==> config.mk <==
export PLATFORM = sky130hd
export DESIGN_NAME = fifo_tx_gen
export DESIGN_NICKNAME = d
export VERILOG_FILES = /design/src/rtl/fifo_tx_gen.sv
export SDC_FILE = /design/constraint.sdc
export NUM_CORES = 1
export LEC_CHECK = 0
export CORE_MARGIN = 2
export CORE_UTILIZATION = 25
export DETAILED_ROUTE_END_ITERATION = 10
export HOLD_SLACK_MARGIN = 0.06
export SYNTH_ARGS = -nofsm -noshare
export SYNTH_HDL_FRONTEND = slang
export SYNTH_SLANG_ARGS = --single-unit
==> constraint.sdc <==
create_clock -name clk_fifo_tx -period 2.5 [get_ports clk_fifo_tx]
set_clock_uncertainty 0.05 [all_clocks]
set_input_delay 0.5 -clock clk_fifo_tx [delete_from_list [all_inputs] [get_ports clk_fifo_tx]]
set_output_delay 0.5 -clock clk_fifo_tx [all_outputs]
set_load 0.01 [all_outputs]
==> src/rtl/fifo_tx_gen.sv <==
// Parametrised transmit FIFO between the host and the UART transmitter.
// Words are buffered until a drain begins, then released one per next_frame request.
module fifo_tx_gen #(
    parameter int DATA_W      = 8,
    parameter int DEPTH       = 16,
    parameter int AF_LEVEL    = 12,
    parameter int AUTO_START  = 0,
    parameter int START_LEVEL = 8
) (
    input  logic                     clk_fifo_tx,
    input  logic                     rst_fifo_tx_n,
    input  logic [DATA_W-1:0]        data_in,
    input  logic                     wr_en,
    input  logic                     start_tx,
    input  logic                     next_frame,
    input  logic                     flush,
    output logic [DATA_W-1:0]        data_out,
    output logic                     data_valid,
    output logic                     fifo_tx_status,
    output logic                     full,
    output logic                     empty,
    output logic                     almost_full,
    output logic [$clog2(DEPTH):0]   count,
    output logic                     overflow
);

    localparam int PTR_W = $clog2(DEPTH);
    localparam int CNT_W = PTR_W + 1;

    typedef enum logic {IDLE, DRAIN} state_t;

    state_t              state_q;
    logic [DATA_W-1:0]   mem_q [DEPTH];
    logic [PTR_W-1:0]    wr_ptr_q, wr_ptr_d;
    logic [PTR_W-1:0]    rd_ptr_q, rd_ptr_d;
    logic [CNT_W-1:0]    count_q, count_d;
    logic [DATA_W-1:0]   data_out_q, data_out_d;
    logic                data_valid_q, data_valid_d;
    logic                overflow_q, overflow_d;

    logic pop, wr_accept, wr_drop, start_hit;

    assign full        = (count_q == CNT_W'(DEPTH));
    assign empty       = (count_q == '0);
    assign almost_full = (count_q >= CNT_W'(AF_LEVEL));

    // Flush beats everything, so it also masks the pop and the write.
    assign pop       = (state_q == DRAIN) && next_frame && !empty && !flush;
    assign wr_accept = wr_en && (!full || pop) && !flush;
    assign wr_drop   = wr_en && full && !pop && !flush;
    assign start_hit = (start_tx && !empty) ||
                       ((AUTO_START != 0) && (count_q >= CNT_W'(START_LEVEL)));

    always_comb begin
        wr_ptr_d     = wr_ptr_q;
        rd_ptr_d     = rd_ptr_q;
        count_d      = count_q;
        data_out_d   = data_out_q;
        data_valid_d = pop;
        overflow_d   = overflow_q;
        if (flush) begin
            wr_ptr_d   = '0;
            rd_ptr_d   = '0;
            count_d    = '0;
            overflow_d = 1'b0;
        end else begin
            if (pop) begin
                data_out_d = mem_q[rd_ptr_q];
                rd_ptr_d   = rd_ptr_q + PTR_W'(1);
            end
            if (wr_accept) begin
                wr_ptr_d = wr_ptr_q + PTR_W'(1);
            end
            if (wr_accept && !pop) begin
                count_d = count_q + CNT_W'(1);
            end else if (pop && !wr_accept) begin
                count_d = count_q - CNT_W'(1);
            end
            if (wr_drop) begin
                overflow_d = 1'b1;
            end
        end
    end

    // Control registers and the IDLE/DRAIN state machine.
    always_ff @(posedge clk_fifo_tx or negedge rst_fifo_tx_n) begin
        if (!rst_fifo_tx_n) begin
            state_q      <= IDLE;
            wr_ptr_q     <= '0;
            rd_ptr_q     <= '0;
            count_q      <= '0;
            data_out_q   <= '0;
            data_valid_q <= 1'b0;
            overflow_q   <= 1'b0;
        end else begin
            wr_ptr_q     <= wr_ptr_d;
            rd_ptr_q     <= rd_ptr_d;
            count_q      <= count_d;
            data_out_q   <= data_out_d;
            data_valid_q <= data_valid_d;
            overflow_q   <= overflow_d;
            if (flush) begin
                state_q <= IDLE;
            end else begin
                case (state_q)
                    IDLE:    if (start_hit) state_q <= DRAIN;
                    DRAIN:   if (pop && (count_q == CNT_W'(1)) && !wr_accept) state_q <= IDLE;
                    default: state_q <= IDLE;
                endcase
            end
        end
    end

    // Storage array is not reset; contents are meaningless once pointers clear.
    always_ff @(posedge clk_fifo_tx) begin
        if (wr_accept) begin
            mem_q[wr_ptr_q] <= data_in;
        end
    end

    assign data_out       = data_out_q;
    assign data_valid     = data_valid_q;
    assign fifo_tx_status = (state_q == DRAIN);
    assign count          = count_q;
    assign overflow       = overflow_q;

endmodule

* Yosys cells after proc, flatten, opt, wreduce, memory -nomap -nowiden *
Memory sizes are Yosys's and may differ from the RTL's. A register that Yosys moved wholly into a read port is not among the register bits.
Cells that the tools add are included.

word-level totals
  output and inout port bits = 19
  memories = 1
  bits of input ports = 14
  register bits after elaboration = 16
  bits in writable memories = 128

operators by class
  $add $sub $neg = 4
  reductions and logical operators = 26
  mux-type cells = 15
  bitwise gates (word level) = 2
  $lt $le $gt $ge = 1
  equal/unequal tests = 2

memories
  name   words  width  read ports  clocked after Yosys merged registers in  write ports  line  RTL
  mem_q  16     8      1           1                                        1            33    logic [DATA_W-1:0] mem_q [DEPTH];

operators by type and width
  operator             count
  $mux 4               4
  $mux 5               3
  $logic_and 1x1->1    13
  $add 4x1->4 const B  2
  $mux 1               7
  $logic_not 1->1      6
  $reduce_bool 2->1    3
  $add 5x1->5 const B  1
  $eq 5x1->1 const B   1
  $eq 5x5->1 const B   1
  $ge 5x4->1 const B   1
  $logic_not 5->1      1
  $sub 5x1->5 const B  1
  $reduce_bool 3->1    1
  $not 1->1            2
  $pmux 1 s2           1
  $reduce_and 2->1     1
  $logic_or 1x1->1     1

* Longest topological paths before layout *
  depth after elaboration = 12
  gate-level depth with buffers = 8

* Least setup slack after synthesis *
No wires, ideal clock.

  kind = reg2reg
  start = register count_q[0] (netlist: count[0])
  end = memory mem_q[1][0], enable pin
  path slack = 0.162 ns
  stages on the path, launching flop included = 8
  arrival = 1.918 ns
  data required time = 2.080 ns
  library setup time = 0.370 ns
  cell sequence = dfrtp_1 inv_1 ha_1 nand4bb_1 o21ai_2 or2_2 clkbuf_1 nor2_1

between the ends
  word-level cells in the longest chain between the ends = 9
  elaborated cells between the ends (all ways) = 11

RTL lines
  element                              line  RTL
  start, declared                      36    logic [CNT_W-1:0] count_q, count_d;
  start signal, assigned               98    count_q <= count_d;
  $logic_not 5->1                      44    assign empty = (count_q == '0);
  $logic_not 1->1                      48    assign pop = (state_q == DRAIN) && next_frame && !empty && !flush;
  $logic_and 1x1->1 (2 in series)      48
  $logic_or 1x1->1 (*)                 49    assign wr_accept = wr_en && (!full || pop) && !flush;
  $logic_and 1x1->1 (*) (2 in series)  49
  $mux 1 (*)                           116   if (wr_accept) begin
  $mux 1 (not written as such) (*)     117   mem_q[wr_ptr_q] <= data_in;
  end, declared                        33

Every way passes the cells marked *; elsewhere a longest branch is shown, timed or not.

* Final worst setup path *
  start = register count_q[1] (netlist: count[1])
  end = output empty

between the ends
  word-level cells in the longest chain between the ends = 1

RTL lines
  element          line  RTL
  $logic_not 5->1  44
  end, declared    21    output logic empty,

Every way passes these cells.

==> impl_metrics.tcl <==
set metrics [dict create \
    status "complete, no violations" \
    max_freq_mhz 411.7 \
    ys_seq_elements 152 \
    die_area_mm2 0.02661 \
    p_int_mw 4.705 \
    dr.first_iter.drc_count 260 \
    hold-worst-slack_ps 393.4 \
    peakVddDrop_mv 0.4562 \
    grt_pass1_vias 3616 \
    cts_tree "yes" \
    rrSetupSlack_ps 260 \
    drv_cap 0 \
    r2r-end "mem_q[9][4]$_DFFE_PP_" \
    clockPowerShare 0.447 \
    dp.cells 740 \
    clk_latency_ps 410 \
    ant_nets 0 \
    min_period_ps 2429 \
    hold_violations 0 \
    netlist_instances 366 \
    ios 33 \
    syn_area_per_cell_um2 17.29 \
    slew_viol_final 0 \
    syn_nets 389 \
    async_reset_ff_frac 0.1579 \
    core_area_mm2 0.02504 \
    setup_viol 0 \
    slew-limit-headroom 0.4764 \
    pwr-share-seq 0.480 \
    grt_pass1_wl_mm 21.02 \
    clockBufferDepth 2 \
    cts_hold_buffers 0 \
    portBuffers 32 \
    path_class "flip-flop to output port" \
    cp.arrival_ps 1880 \
    row_count 58 \
    start_util 0.2528 \
    route.vias.total 3353 \
    tightestPinTransition_ps 782.0 \
    viasPerCell 4.343 \
    r2r-start "count[2]$_DFFE_PN0P_" \
    yosys_warnings 0 \
    drc 0 \
    rsz0062_at_grt "no" \
    switchingPower_mw 1.252 \
    fillers 2417 \
    critPathCaptureType "output port" \
    root_buffer "clkbuf_16" \
    track_usage 0.1086 \
    powerDensity_mw_per_mm2 757.6 \
    grt-ovfl-total 0 \
    cts_num_sinks 152 \
    final_common_cell "edfxtp_1" \
    hpwl_mm 9.328 \
    final_cells 772 \
    worstSetupStartpointType "flip-flop" \
    antenna_cells 0 \
    die_w_um 163.1 \
    ys_seq_area_frac 0.7021 \
    syn-cell-area_mm2 0.006330 \
    min_path_type "input pin to asynchronous set/reset pin" \
    synth.distinct_cells 48 \
    totalWireLength_mm 13.56 \
    required_ps 1950 \
    final_cell_mix "edfxtp_1, buf_4, mux4_2, clkdlybuf4s50_1, nor2_1" \
    worst-r2r-cell-count 5 \
    htreeDepth 4 \
    pwr-share-comb 0.073 \
    tns_ps 0 \
    syn_to_final_growth_pct 24.23 \
    fin_crit_sh 0.9715 \
    antenna_found_initial 0 \
    leakage_nw 2.639 \
    wire_per_inst_um 17.56 \
    ys.flop_type "edfxtp_1" \
    grt_max_degree 25 \
    cts_setup_buffers 0 \
    die_h_um 163.1 \
    nets 452 \
    switching_share 0.2102 \
    layout-drive-gt1-share 0.2579 \
    dr.pass1.iters 6 \
    cp_max_fo 5 \
    routabilityCongestion 0.7929 \
    synth_edf_count 128 \
    cts_buffers 17 \
    clk_pin_slew_ps 60 \
]
[kinds of logic (layout without fill, tap and decap cells)]
family | count (synthesis) | after routing | share of synthesized area
simple gates | 90 | 90 | 0.07274
flops | 152 | 152 | 0.7021
fa+ha+maj | 9 | 9 | 0.01779
mux | 44 | 44 | 0.1332
compound gates | 36 | 36 | 0.04230
xor+xnor | 6 | 6 | 0.008302
buf+inv | 29 | 105 | 0.02352
[layer usage]
layer  up-vias  wire length (um)  global-route usage
met5         -                 0                   0
met4         0               214             0.04425
met3        15               843             0.03479
met2        80              6645              0.1768
met1      1695              5856              0.1339
li1       1563                 -                   -
[flip-flops by register name, indices dropped and copies added, names as in the netlist]
name	cells
wr_ptr_q	4
fifo_tx_status	1
count	5
rd_ptr_q	4
mem_q	128
data_out	8
data_valid	1
overflow	1
[final cells by class]
cell class	count	area (um^2)	area share
flip-flops and latches	152	4447	0.5655
multi-input cells	185	1758	0.2235
repair buffers	66	586.8	0.07462
clock buffers	18	429.2	0.05457
well taps	330	412.9	0.05251
clock inverters	14	198.9	0.02530
inverters	7	31.28	0.003978
[power by group through the flow]
| stage | Sequential, mW | Combinational (mW) | Clock [mW] |
|---|---|---|---|
| after floorplan | 2.92 | 0.178 | 0 |
| after global placement | 2.90 | 0.420 | 0 |
| after detailed placement | 2.91 | 0.434 | 0 |
| after CTS | 2.86 | 0.443 | 2.73 |
| after global routing | 2.86 | 0.476 | 2.83 |
| final | 2.86 | 0.435 | 2.67 |
[through the flow]
stage	util	cell area, um^2	power (mW)	worst slack (ps)
2_1_floorplan	-	6330	3.099	162.1
3_3_place_gp	0.2882	7214	3.324	23.58
3_5_place_dp	0.2882	7214	3.342	11.07
4_1_cts	0.3141	7864	6.026	39.76
5_1_grt	0.3141	7864	6.172	0.8111
6_report	0.3141	7864	5.957	71.17
[Yosys cell counts (2+ instances only)]
| master | n | share of area |
|---|---|---|
| a21o_1 | 2 | 0.0024 |
| a21oi_1 | 5 | 0.0040 |
| a2bb2oi_1 | 8 | 0.011 |
| a31oi_1 | 3 | 0.0030 |
| and2_1 | 3 | 0.0030 |
| buf_2 | 4 | 0.0032 |
| buf_4 | 4 | 0.0047 |
| buf_6 | 2 | 0.0036 |
| clkbuf_1 | 12 | 0.0071 |
| dfrtp_1 | 24 | 0.095 |
| edfxtp_1 | 128 | 0.61 |
| ha_1 | 9 | 0.018 |
| inv_1 | 5 | 0.0030 |
| mux2_1 | 2 | 0.0036 |
| mux2i_1 | 10 | 0.016 |
| mux4_2 | 32 | 0.11 |
| nand2_1 | 17 | 0.010 |
| nand3_1 | 14 | 0.011 |
| nand3b_1 | 2 | 0.0024 |
| nand4_1 | 3 | 0.0030 |
| nor2_1 | 29 | 0.017 |
| nor2b_1 | 4 | 0.0040 |
| nor3_1 | 5 | 0.0040 |
| o211ai_1 | 10 | 0.012 |
| or3b_2 | 2 | 0.0028 |
| xnor2_1 | 2 | 0.0028 |
| xor2_1 | 4 | 0.0055 |
[worst max path at each step]
stage,depth (start not counted),endpoint,slack (ps),from
after floorplan,7,mem_q[1][0]$_DFFE_PP_,160,count[0]$_DFFE_PN0P_
after global placement,5,mem_q[9][1]$_DFFE_PP_,20,flush
after detailed placement,5,mem_q[10][0]$_DFFE_PP_,10,flush
after CTS,5,empty,40,count[0]$_DFFE_PN0P_
after global routing,5,empty,0.8,count[1]$_DFFE_PN0P_
final,5,empty,70,count[1]$_DFFE_PN0P_
[critical path, cell delays in order (launching register included)]
cell	delay, ps
dfrtp_1	380
inv_1	120
ha_4	160
or4b_4	490
clkinv_4	80
clkdlybuf4s15_1	230
[what timing repair did]
action | CTS | global route
endpoints found under the setup margin | 2 | 1
pin swaps | 1 | 0
resized for setup | 9 | 1
Power figures use the tool's default switching activity.
